===== config.mk =====
export PLATFORM = sky130hd
export DESIGN_NAME = mul_div_unit_flat
export DESIGN_NICKNAME = d
export VERILOG_FILES = /design/src/rtl/mul_div_unit_if.sv /design/src/rtl/mul_div_unit.sv /design/src/flat_wrapper.sv
export SDC_FILE = /design/constraint.sdc
export NUM_CORES = 1
export LEC_CHECK = 0
export ABC_AREA = 1
export BUFFER_PORTS_ARGS = -buffer_cell sky130_fd_sc_hd__clkbuf_2
export CORE_ASPECT_RATIO = 1.4
export CORE_MARGIN = 2
export CORE_UTILIZATION = 35
export CTS_CLUSTER_DIAMETER = 40
export DETAILED_ROUTE_END_ITERATION = 10
export HOLD_SLACK_MARGIN = 0.03
export PLACE_DENSITY = 0.54
export SYNTH_ARGS = -nofsm -noshare
export SYNTH_HDL_FRONTEND = slang
export SYNTH_SLANG_ARGS = --single-unit

===== constraint.sdc =====
create_clock -name clk -period 5.39 [get_ports clk]
set_input_delay 1.078 -clock clk [delete_from_list [all_inputs] [get_ports clk]]
set_output_delay 1.078 -clock clk [all_outputs]
set_load 0.005 [all_outputs]

===== src/rtl/mul_div_unit_if.sv =====
`default_nettype none
// ============================================================================
//  Module      : mul_div_unit_if
//  Description : Execute-stage request/response bundle for the RV32M
//                multiply/divide unit.
//                master : pipeline side (drives request, observes status)
//                slave  : mul_div_unit side
//  Signals     : startE, funct3E[2:0], rdata1E[31:0], rdata2E[31:0], killE
//                (request), stall_req, busy, done, result[31:0] (response)
//  Revision    : 1.0 - initial release
// ============================================================================
interface mul_div_unit_if;
  logic        startE;
  logic [2:0]  funct3E;
  logic [31:0] rdata1E;
  logic [31:0] rdata2E;
  logic        killE;
  logic        stall_req;
  logic        busy;
  logic        done;
  logic [31:0] result;

  modport master (
    output startE, funct3E, rdata1E, rdata2E, killE,
    input  stall_req, busy, done, result
  );

  modport slave (
    input  startE, funct3E, rdata1E, rdata2E, killE,
    output stall_req, busy, done, result
  );
endinterface
`default_nettype wire


===== src/rtl/mul_div_unit.sv =====
`default_nettype none
// ============================================================================
//  Module      : mul_div_unit
//  Description : Iterative RV32M multiply/divide unit. One bit per cycle in
//                CALC (shift-add multiply, restoring divide on magnitudes),
//                sign correction and word select in FIX, one-cycle done
//                pulse in DONE. Start-to-done latency is 34 cycles.
//  Ports       : clk          - rising-edge clock
//                rst          - asynchronous active-low reset
//                bus (slave)  - startE/funct3E/rdata1E/rdata2E/killE in,
//                               stall_req (comb), busy/done/result (regs) out
//  Options     : M_EARLY_OUT_EN - when defined, divide-by-zero, signed
//                overflow and multiply-by-zero finish straight from IDLE
//                with done in the cycle after the start edge.
//  Revision    : 1.0 - initial release
// ============================================================================
module mul_div_unit (
  input  logic          clk,
  input  logic          rst,
  mul_div_unit_if.slave bus
);

  typedef enum logic [1:0] {
    S_IDLE = 2'd0,
    S_CALC = 2'd1,
    S_FIX  = 2'd2,
    S_DONE = 2'd3
  } state_t;

  localparam logic [4:0] LAST_BIT = 5'd31;

  state_t      state_q;
  logic [4:0]  cnt_q;
  logic [2:0]  op_q;
  logic [31:0] opa_q;     // multiplicand magnitude (MUL*) or divisor magnitude (DIV*/REM*)
  logic [63:0] acc_q;     // product, or {remainder, quotient} while dividing
  logic        a_neg_q;
  logic        b_neg_q;
  logic        dz_q;
  logic        busy_q;
  logic        done_q;
  logic [31:0] result_q;

  // Operand conditioning at accept time
  logic        in_is_div;
  logic        in_a_neg;
  logic        in_b_neg;
  logic [31:0] in_a_mag;
  logic [31:0] in_b_mag;
  logic        early_hit;
  logic [31:0] early_res;

  // Datapath
  logic [32:0] mul_sum;
  logic [32:0] div_tmp;
  logic        div_ge;
  logic [31:0] div_sub;
  logic [63:0] acc_d;
  logic [63:0] prod_fix;
  logic [31:0] quo_fix;
  logic [31:0] rem_fix;
  logic [31:0] result_d;

  always_comb begin
    in_is_div = bus.funct3E[2];
    // rs1 signed for MUL/MULH/MULHSU/DIV/REM; rs2 signed for MUL/MULH/DIV/REM
    in_a_neg  = bus.rdata1E[31] &
                (in_is_div ? ~bus.funct3E[0] : (bus.funct3E[1:0] != 2'b11));
    in_b_neg  = bus.rdata2E[31] &
                (in_is_div ? ~bus.funct3E[0] : ~bus.funct3E[1]);
    in_a_mag  = in_a_neg ? (~bus.rdata1E + 32'd1) : bus.rdata1E;
    in_b_mag  = in_b_neg ? (~bus.rdata2E + 32'd1) : bus.rdata2E;

`ifdef M_EARLY_OUT_EN
    early_hit = 1'b0;
    early_res = 32'h0000_0000;
    if (in_is_div) begin
      if (bus.rdata2E == 32'h0000_0000) begin
        early_hit = 1'b1;
        early_res = bus.funct3E[1] ? bus.rdata1E : 32'hFFFF_FFFF;
      end else if (!bus.funct3E[0] && bus.rdata1E == 32'h8000_0000 &&
                   bus.rdata2E == 32'hFFFF_FFFF) begin
        early_hit = 1'b1;
        early_res = bus.funct3E[1] ? 32'h0000_0000 : 32'h8000_0000;
      end
    end else if (bus.rdata1E == 32'h0000_0000 || bus.rdata2E == 32'h0000_0000) begin
      early_hit = 1'b1;
      early_res = 32'h0000_0000;
    end
`else
    early_hit = 1'b0;
    early_res = 32'h0000_0000;
`endif
  end

  always_comb begin
    // Multiply: add multiplicand into the upper half when the LSB of the
    // multiplier (held in the lower half) is set, then shift right.
    mul_sum = {1'b0, acc_q[63:32]} + (acc_q[0] ? {1'b0, opa_q} : 33'd0);
    // Divide: shift next dividend bit into the partial remainder and try
    // the subtraction. The partial remainder is always below the divisor,
    // so the difference fits in 32 bits whenever div_ge holds.
    div_tmp = {acc_q[63:32], acc_q[31]};
    div_ge  = (div_tmp >= {1'b0, opa_q});
    div_sub = div_tmp[31:0] - opa_q;
    if (op_q[2]) begin
      acc_d = {(div_ge ? div_sub : div_tmp[31:0]), acc_q[30:0], div_ge};
    end else begin
      acc_d = {mul_sum, acc_q[31:1]};
    end

    prod_fix = (a_neg_q ^ b_neg_q) ? (~acc_q + 64'd1) : acc_q;
    // With a zero divisor the remainder half ends up holding the dividend
    // magnitude, so only the quotient needs an override.
    quo_fix  = dz_q ? 32'hFFFF_FFFF :
               ((a_neg_q ^ b_neg_q) ? (~acc_q[31:0] + 32'd1) : acc_q[31:0]);
    rem_fix  = a_neg_q ? (~acc_q[63:32] + 32'd1) : acc_q[63:32];

    case (op_q)
      3'b000:                 result_d = prod_fix[31:0];
      3'b001, 3'b010, 3'b011: result_d = prod_fix[63:32];
      3'b100, 3'b101:         result_d = quo_fix;
      default:                result_d = rem_fix;
    endcase
  end

  always_ff @(posedge clk or negedge rst) begin
    if (!rst) begin
      state_q  <= S_IDLE;
      cnt_q    <= 5'd0;
      op_q     <= 3'd0;
      opa_q    <= 32'd0;
      acc_q    <= 64'd0;
      a_neg_q  <= 1'b0;
      b_neg_q  <= 1'b0;
      dz_q     <= 1'b0;
      busy_q   <= 1'b0;
      done_q   <= 1'b0;
      result_q <= 32'd0;
    end else if (bus.killE) begin
      state_q <= S_IDLE;
      cnt_q   <= 5'd0;
      busy_q  <= 1'b0;
      done_q  <= 1'b0;
    end else begin
      case (state_q)
        S_IDLE: begin
          done_q <= 1'b0;
          if (bus.startE) begin
            op_q    <= bus.funct3E;
            a_neg_q <= in_a_neg;
            b_neg_q <= in_b_neg;
            dz_q    <= (bus.rdata2E == 32'd0);
            cnt_q   <= 5'd0;
            if (in_is_div) begin
              opa_q <= in_b_mag;
              acc_q <= {32'd0, in_a_mag};
            end else begin
              opa_q <= in_a_mag;
              acc_q <= {32'd0, in_b_mag};
            end
            if (early_hit) begin
              state_q  <= S_DONE;
              done_q   <= 1'b1;
              result_q <= early_res;
            end else begin
              state_q <= S_CALC;
              busy_q  <= 1'b1;
            end
          end
        end
        S_CALC: begin
          acc_q <= acc_d;
          cnt_q <= cnt_q + 5'd1;
          if (cnt_q == LAST_BIT) begin
            state_q <= S_FIX;
          end
        end
        S_FIX: begin
          result_q <= result_d;
          state_q  <= S_DONE;
          busy_q   <= 1'b0;
          done_q   <= 1'b1;
        end
        default: begin
          done_q  <= 1'b0;
          state_q <= S_IDLE;
        end
      endcase
    end
  end

  assign bus.stall_req = ((state_q == S_IDLE) && bus.startE) || busy_q;
  assign bus.busy      = busy_q;
  assign bus.done      = done_q;
  assign bus.result    = result_q;

endmodule
`default_nettype wire

===== src/flat_wrapper.sv =====
// flat-port wrapper written by rule: the top's interface ports become plain ports
module mul_div_unit_flat 
  (clk, rst, bus_startE, bus_funct3E, bus_rdata1E, bus_rdata2E, bus_killE, bus_stall_req, bus_busy, bus_done, bus_result);
  mul_div_unit_if bus_i ();
  input  logic clk;
  input  logic rst;
  input wire logic [$bits(bus_i.startE)-1:0] bus_startE;
  input wire logic [$bits(bus_i.funct3E)-1:0] bus_funct3E;
  input wire logic [$bits(bus_i.rdata1E)-1:0] bus_rdata1E;
  input wire logic [$bits(bus_i.rdata2E)-1:0] bus_rdata2E;
  input wire logic [$bits(bus_i.killE)-1:0] bus_killE;
  output wire logic [$bits(bus_i.stall_req)-1:0] bus_stall_req;
  output wire logic [$bits(bus_i.busy)-1:0] bus_busy;
  output wire logic [$bits(bus_i.done)-1:0] bus_done;
  output wire logic [$bits(bus_i.result)-1:0] bus_result;
  assign bus_i.startE = bus_startE;
  assign bus_i.funct3E = bus_funct3E;
  assign bus_i.rdata1E = bus_rdata1E;
  assign bus_i.rdata2E = bus_rdata2E;
  assign bus_i.killE = bus_killE;
  assign bus_stall_req = bus_i.stall_req;
  assign bus_busy = bus_i.busy;
  assign bus_done = bus_i.done;
  assign bus_result = bus_i.result;
  mul_div_unit u_core (.clk(clk), .rst(rst), .bus(bus_i));
endmodule

### Word-level counts from Yosys, hierarchy flattened

Index checks and enable logic that the tools add are counted.

| word-level totals | value |
|---|---|
| bits in registers | 143 |
| input port bits | 71 |
| logic and storage cells | 88 |

| cells by class | value |
|---|---|
| add/sub/neg operators | 8 |
| $lt $le $gt $ge | 1 |
| equality and inequality tests | 13 |
| muxes and demuxes | 28 |
| bitwise gates (word level) | 11 |
| reductions and logical operators | 16 |

Operators by type and width:

| cell | count |
|---|---|
| two-way mux 32 bit | 9 |
| two-way mux 64 bit | 3 |
| adder 32 x 1 -> 32 bit (second input constant) | 4 |
| inverter 32 bit | 4 |
| one-hot mux 64 bit (2 select lines) | 1 |
| one-hot mux 32 bit (3 select lines) | 1 |
| adder 64 x 1 -> 64 bit (second input constant) | 1 |
| inverter 64 bit | 1 |
| adder 32 x 33 -> 33 bit | 1 |
| >= comparator 33 x 32 -> 1 bit | 1 |
| logical NOT 32 bit | 1 |
| subtractor 32 bit | 1 |
| two-way mux 5 bit | 2 |
| one-hot mux 5 bit (2 select lines) | 1 |
| AND reduction 2 bit | 4 |
| equality test 3 x 2 -> 1 bit (second input constant) | 2 |
| equality test 3 bit (second input constant) | 2 |
| two-way mux 2 bit | 3 |
| inequality test 2 bit (second input constant) | 3 |
| one-hot mux 2 bit (3 select lines) | 1 |
| AND reduction 3 bit | 2 |
| nonzero test 3 bit | 2 |
| adder 5 x 1 -> 5 bit (second input constant) | 1 |
| equality test 5 bit (second input constant) | 1 |
| 17 further kinds | 25 |

### Logic depth before layout (Yosys ltp)

| depth | value |
|---|---|
| depth after elaboration | 7 |
| gate-level depth with buffers | 20 |

### Worst setup path after synthesis

OpenSTA, ideal clock, no wires.

| timing | value |
|---|---|
| path kind | register to register |
| start point | register u_core.acc_q[0] |
| end point | register u_core.acc_q[55] |
| arrival | 2447 ps |
| slack | 2826 ps |
| stages on the path, launching flop included | 16 |
| buffers on the path | 2 |
| cells stage by stage | dfrtp_1 buf_2 clkbuf_1 nand2_1 inv_1 ha_1 inv_1 fa_1 o21ai_0 inv_1 o21ai_0 nand3_1 nand4_1 nand3_1 nand3_1 nand2_1 |

| on the way | value |
|---|---|
| cells in the longest elaborated chain, start to end | 4 |

Ends and longest elaborated chain:

| what | RTL line | text |
|---|---|---|
| start, declared | mul_div_unit.sv:36 | `logic [63:0] acc_q;` |
| start signal, assigned | mul_div_unit.sv:157 | `acc_q <= {32'd0, in_a_mag};` |
| start signal, assigned | mul_div_unit.sv:160 | `acc_q <= {32'd0, in_b_mag};` |
| two-way mux 32 bit | mul_div_unit.sv:99 | `mul_sum = {1'b0, acc_q[63:32]} + (acc_q[0] ? {1'b0, opa_q} : 33'd0);` |
| adder 32 x 33 -> 33 bit | mul_div_unit.sv:99 |  |
| two-way mux 64 bit | mul_div_unit.sv:106 | `if (op_q[2]) begin` |
| one-hot mux 64 bit (2 select lines) | mul_div_unit.sv:146 | `case (state_q)` |

No other way between the ends.
A chain may end at the register's enable or synchronous reset.

### Final worst setup path

| timing | value |
|---|---|
| start point | register u_core.state_q[1] |
| end point | register u_core.acc_q[15] |

| on the way | value |
|---|---|
| cells in the longest elaborated chain, start to end | 3 |
| elaborated cells between the ends (all ways) | 6 |
| those cells by class | 2 x eq/ne; 1 x mux; 3 x reduce/logical |

Ends and longest elaborated chain:

| what | RTL line | text |
|---|---|---|
| start, declared | mul_div_unit.sv:32 | `state_t state_q;` |
| start signal, assigned | mul_div_unit.sv:129 | `state_q <= S_IDLE;` |
| start signal, assigned | mul_div_unit.sv:141 | `state_q <= S_IDLE;` |
| start signal, assigned | mul_div_unit.sv:163 | `state_q <= S_DONE;` |
| equality test 2 x 1 -> 1 bit or logical NOT 2 bit (tied branches) | mul_div_unit.sv:146 |  |
| nonzero test 2 bit (no line) or inequality test 2 bit (tied branches) | n/a |  |
| AND reduction 3 bit (no line) | n/a |  |

Parallel ways exist; a longest one is shown, timed or not.

==> flow_metrics.env <==
export IMPL_die_height_um=269
export IMPL_num_vias=20900
export IMPL_fin_setup_tns_ps=0
export IMPL_max_cap_violations=0
export IMPL_viasPerCell=5.49
export IMPL_path_buf_inv=3
export IMPL_critPathMaxStageDelay_ps=770
export IMPL_grt_pass1_wl_um=130000
export IMPL_place_gp_congestion=1.05
export IMPL_final_nets=3296
export IMPL_required_ps=5730
export IMPL_core_mm2=0.0498
export IMPL_p_leak_nw=10.1
export IMPL_worst_path_max_delay_cell="ha_1"
export IMPL_dp_hpwl_um=73000
export IMPL_die_w_um=193
export IMPL_insertion_delay_ps=470
export IMPL_pre_cts_slack_ps=1720
export IMPL_critPathMostFrequentCell="a21oi_1"
export IMPL_synthDominantCellAreaShare=0.207
export IMPL_synthTopCellsByArea="nand2_1 21%, dfrtp_1 20%, inv_1 8.8%"
export IMPL_tritoncts="done"
export IMPL_hp_class="reg2reg"
export IMPL_synth_area_mm2=0.0176
export IMPL_drv_slew=0
export IMPL_yosysWarningCount=0
export IMPL_clk_pin_slew_worst_paths_ps=70
export IMPL_fmax_ghz=0.285
export IMPL_start_util=0.353
export IMPL_synthCells=3094
export IMPL_ys_top_cells_by_count="968 x nand2_1, 414 x inv_1, 344 x nor2_1"
export IMPL_ios=106
export IMPL_p_total_mw=13.3
export IMPL_antenna_found_initial=0
export IMPL_grt_use_total=0.337
export IMPL_setup_ws_ps=1880
export IMPL_critPathArrivalTime_ps=3840
export IMPL_synth_nets=3241
export IMPL_cts_hold_buf=0
export IMPL_antenna_cells=0
export IMPL_drive_above_1_share=0.0848
export IMPL_clock_sinks=143
export IMPL_fillCellCount=5734
export IMPL_startpoint_type="register"
export IMPL_crit_fanout=46
export IMPL_rsz0062_at_grt="no"
export IMPL_crit_path_cell_trace="inv_1 > ha_1 > a21oi_1 > nor2_2 > buf_4 > inv_2 > nor2_1 > a21oi_1"
export IMPL_yosysMostFrequentCell="nand2_1"
export IMPL_cts_buffer_depth=2
export IMPL_cts_buffers=17
export IMPL_grt_pass1_vias=20400
export IMPL_yosysUniqueCellTypes=58
export IMPL_period_minus_slack_ps=3510
export IMPL_tightest_slew_ps=931
export IMPL_async_flop_share=1.00
export IMPL_area_growth_pct=9.66
export IMPL_holdWs_ps=479
export IMPL_io_buffers=105
export IMPL_post_cts_buffers=0
export IMPL_finalWirelength_um=88900
export IMPL_grt_overflow_total=0
export IMPL_synth_edff_count=0
export IMPL_drtIter0Drc=1875
export IMPL_ant_nets=0
export IMPL_ir_worst_vdd_v=0.000806
export IMPL_die_area_mm2=0.0520
export IMPL_slew_headroom=0.379
export IMPL_synth_seq_cells=143
export IMPL_final_hold_violation_count=0
export IMPL_finalClockSkew_ps=11.3
export IMPL_ys_flop_type="dfrtp_1"
export IMPL_period_share=0.650
export IMPL_status="finished clean"
export IMPL_cts_htree_levels=4
export IMPL_wire_per_inst_um=23.4
export IMPL_grt_max_degree=81
export IMPL_cts_root_buffer="clkbuf_16"
export IMPL_cp_end_kind="register"
export IMPL_setup_violations=0
export IMPL_synth_seq_area_share=0.204
export IMPL_yosys_area_top_type="nand2_1"
export IMPL_drc_errors=0
export IMPL_worstSetupPathType="reg2reg"
export IMPL_power_density_mw_per_mm2=688
export IMPL_rows=97
export IMPL_first_pass_iters=6
export IMPL_critPathTopFamily="buffers and inverters"
export IMPL_avgSynthCellArea_um2=5.68
export IMPL_cts_resized=0
## cells by family (layout without fill, tap and decap cells)
logic type                 Yosys count  count (layout)  synth area share
DFF                                143             143             0.204
AOI/OAI and AO/OA                  485             485             0.157
adders and majority gates           76              76            0.0550
and+or+nand+nor                   1795            1795             0.433
xor gates and xnor gates            65              65            0.0324
buffers and inverters              530             598             0.119
## cell usage in the layout (no fill, tap or decap), drive strengths merged, types with 7 or more instances in the layout
cell    count
o21bai     12
nand4      53
or2        17
o211ai     27
inv       434
a31oi      15
clkinv      7
nor2      370
a22oi      20
xnor2      10
ha         74
nand3     312
clkbuf    124
dfrtp     143
o21ai     189
nand2     986
nor3       34
a21oi     190
o221ai     12
xor2       55
buf        27
nand3b     14
## routing by layer
metal / global-route usage / wire length, µm / vias up
met5: 0 / 0 / -
met4: 0.227 / 6650 / 0
met3: 0.0353 / 4430 / 220
met2: 0.592 / 42700 / 848
met1: 0.388 / 35100 / 9730
li1: - / - / 10100
## path summary, 6_finish.rpt
path,from,to,slack (ps),cells past startpoint
max,u_core.state_q[1],u_core.acc_q[15],1880,8
min,u_core.bus.result[1],u_core.bus.result[1],480,2
max reg2reg,u_core.state_q[1],u_core.acc_q[15],1880,8
min reg2reg,u_core.bus.result[1],u_core.bus.result[1],480,2
max in group asynchronous,rst,u_core.opa_q[18],3550,2
min in group asynchronous,rst,u_core.bus.result[28],640,1
## stage by stage
step                 util  cell area (µm²)  cells
finish              0.387            19300   3805
CTS                 0.387            19300   3805
global route        0.387            19300   3805
detailed placement  0.375            18700   3773
floorplan               -            17600   3094
global placement    0.375            18700   3773
## state kept, by name, summed over array words and instances, names as in the netlist
register / flops
u_core.acc_q: 64
u_core.bus.result: 32
u_core.opa_q: 32
u_core.cnt_q: 5
u_core.op_q: 3
u_core.state_q: 2
u_core.a_neg_q: 1
u_core.b_neg_q: 1
u_core.bus.busy: 1
u_core.bus.done: 1
u_core.dz_q: 1
## tightest hold or removal path: stages (launching register included)
cell     delay [ps]
dfrtp_1         340
nand2_1          50
nand2_1          50
## layout make-up
type / count / area, µm² / area share
multi-input combinational: 2421 / 11900 / 0.619
sequential: 143 / 3580 / 0.186
inverter: 435 / 1640 / 0.0849
tap: 643 / 805 / 0.0418
timing repair buffer: 131 / 727 / 0.0377
clock buffer: 20 / 467 / 0.0242
clock inverter: 12 / 135 / 0.00702
## power by group
part	leakage (nW)	total, mW	switching (mW)	internal, mW
combinational	8.05	9.62	6.84	2.78
clock	0.285	1.27	0.547	0.719
sequential	1.78	2.38	0.849	1.53
Note: power is estimated with default switching activity, not from simulation.
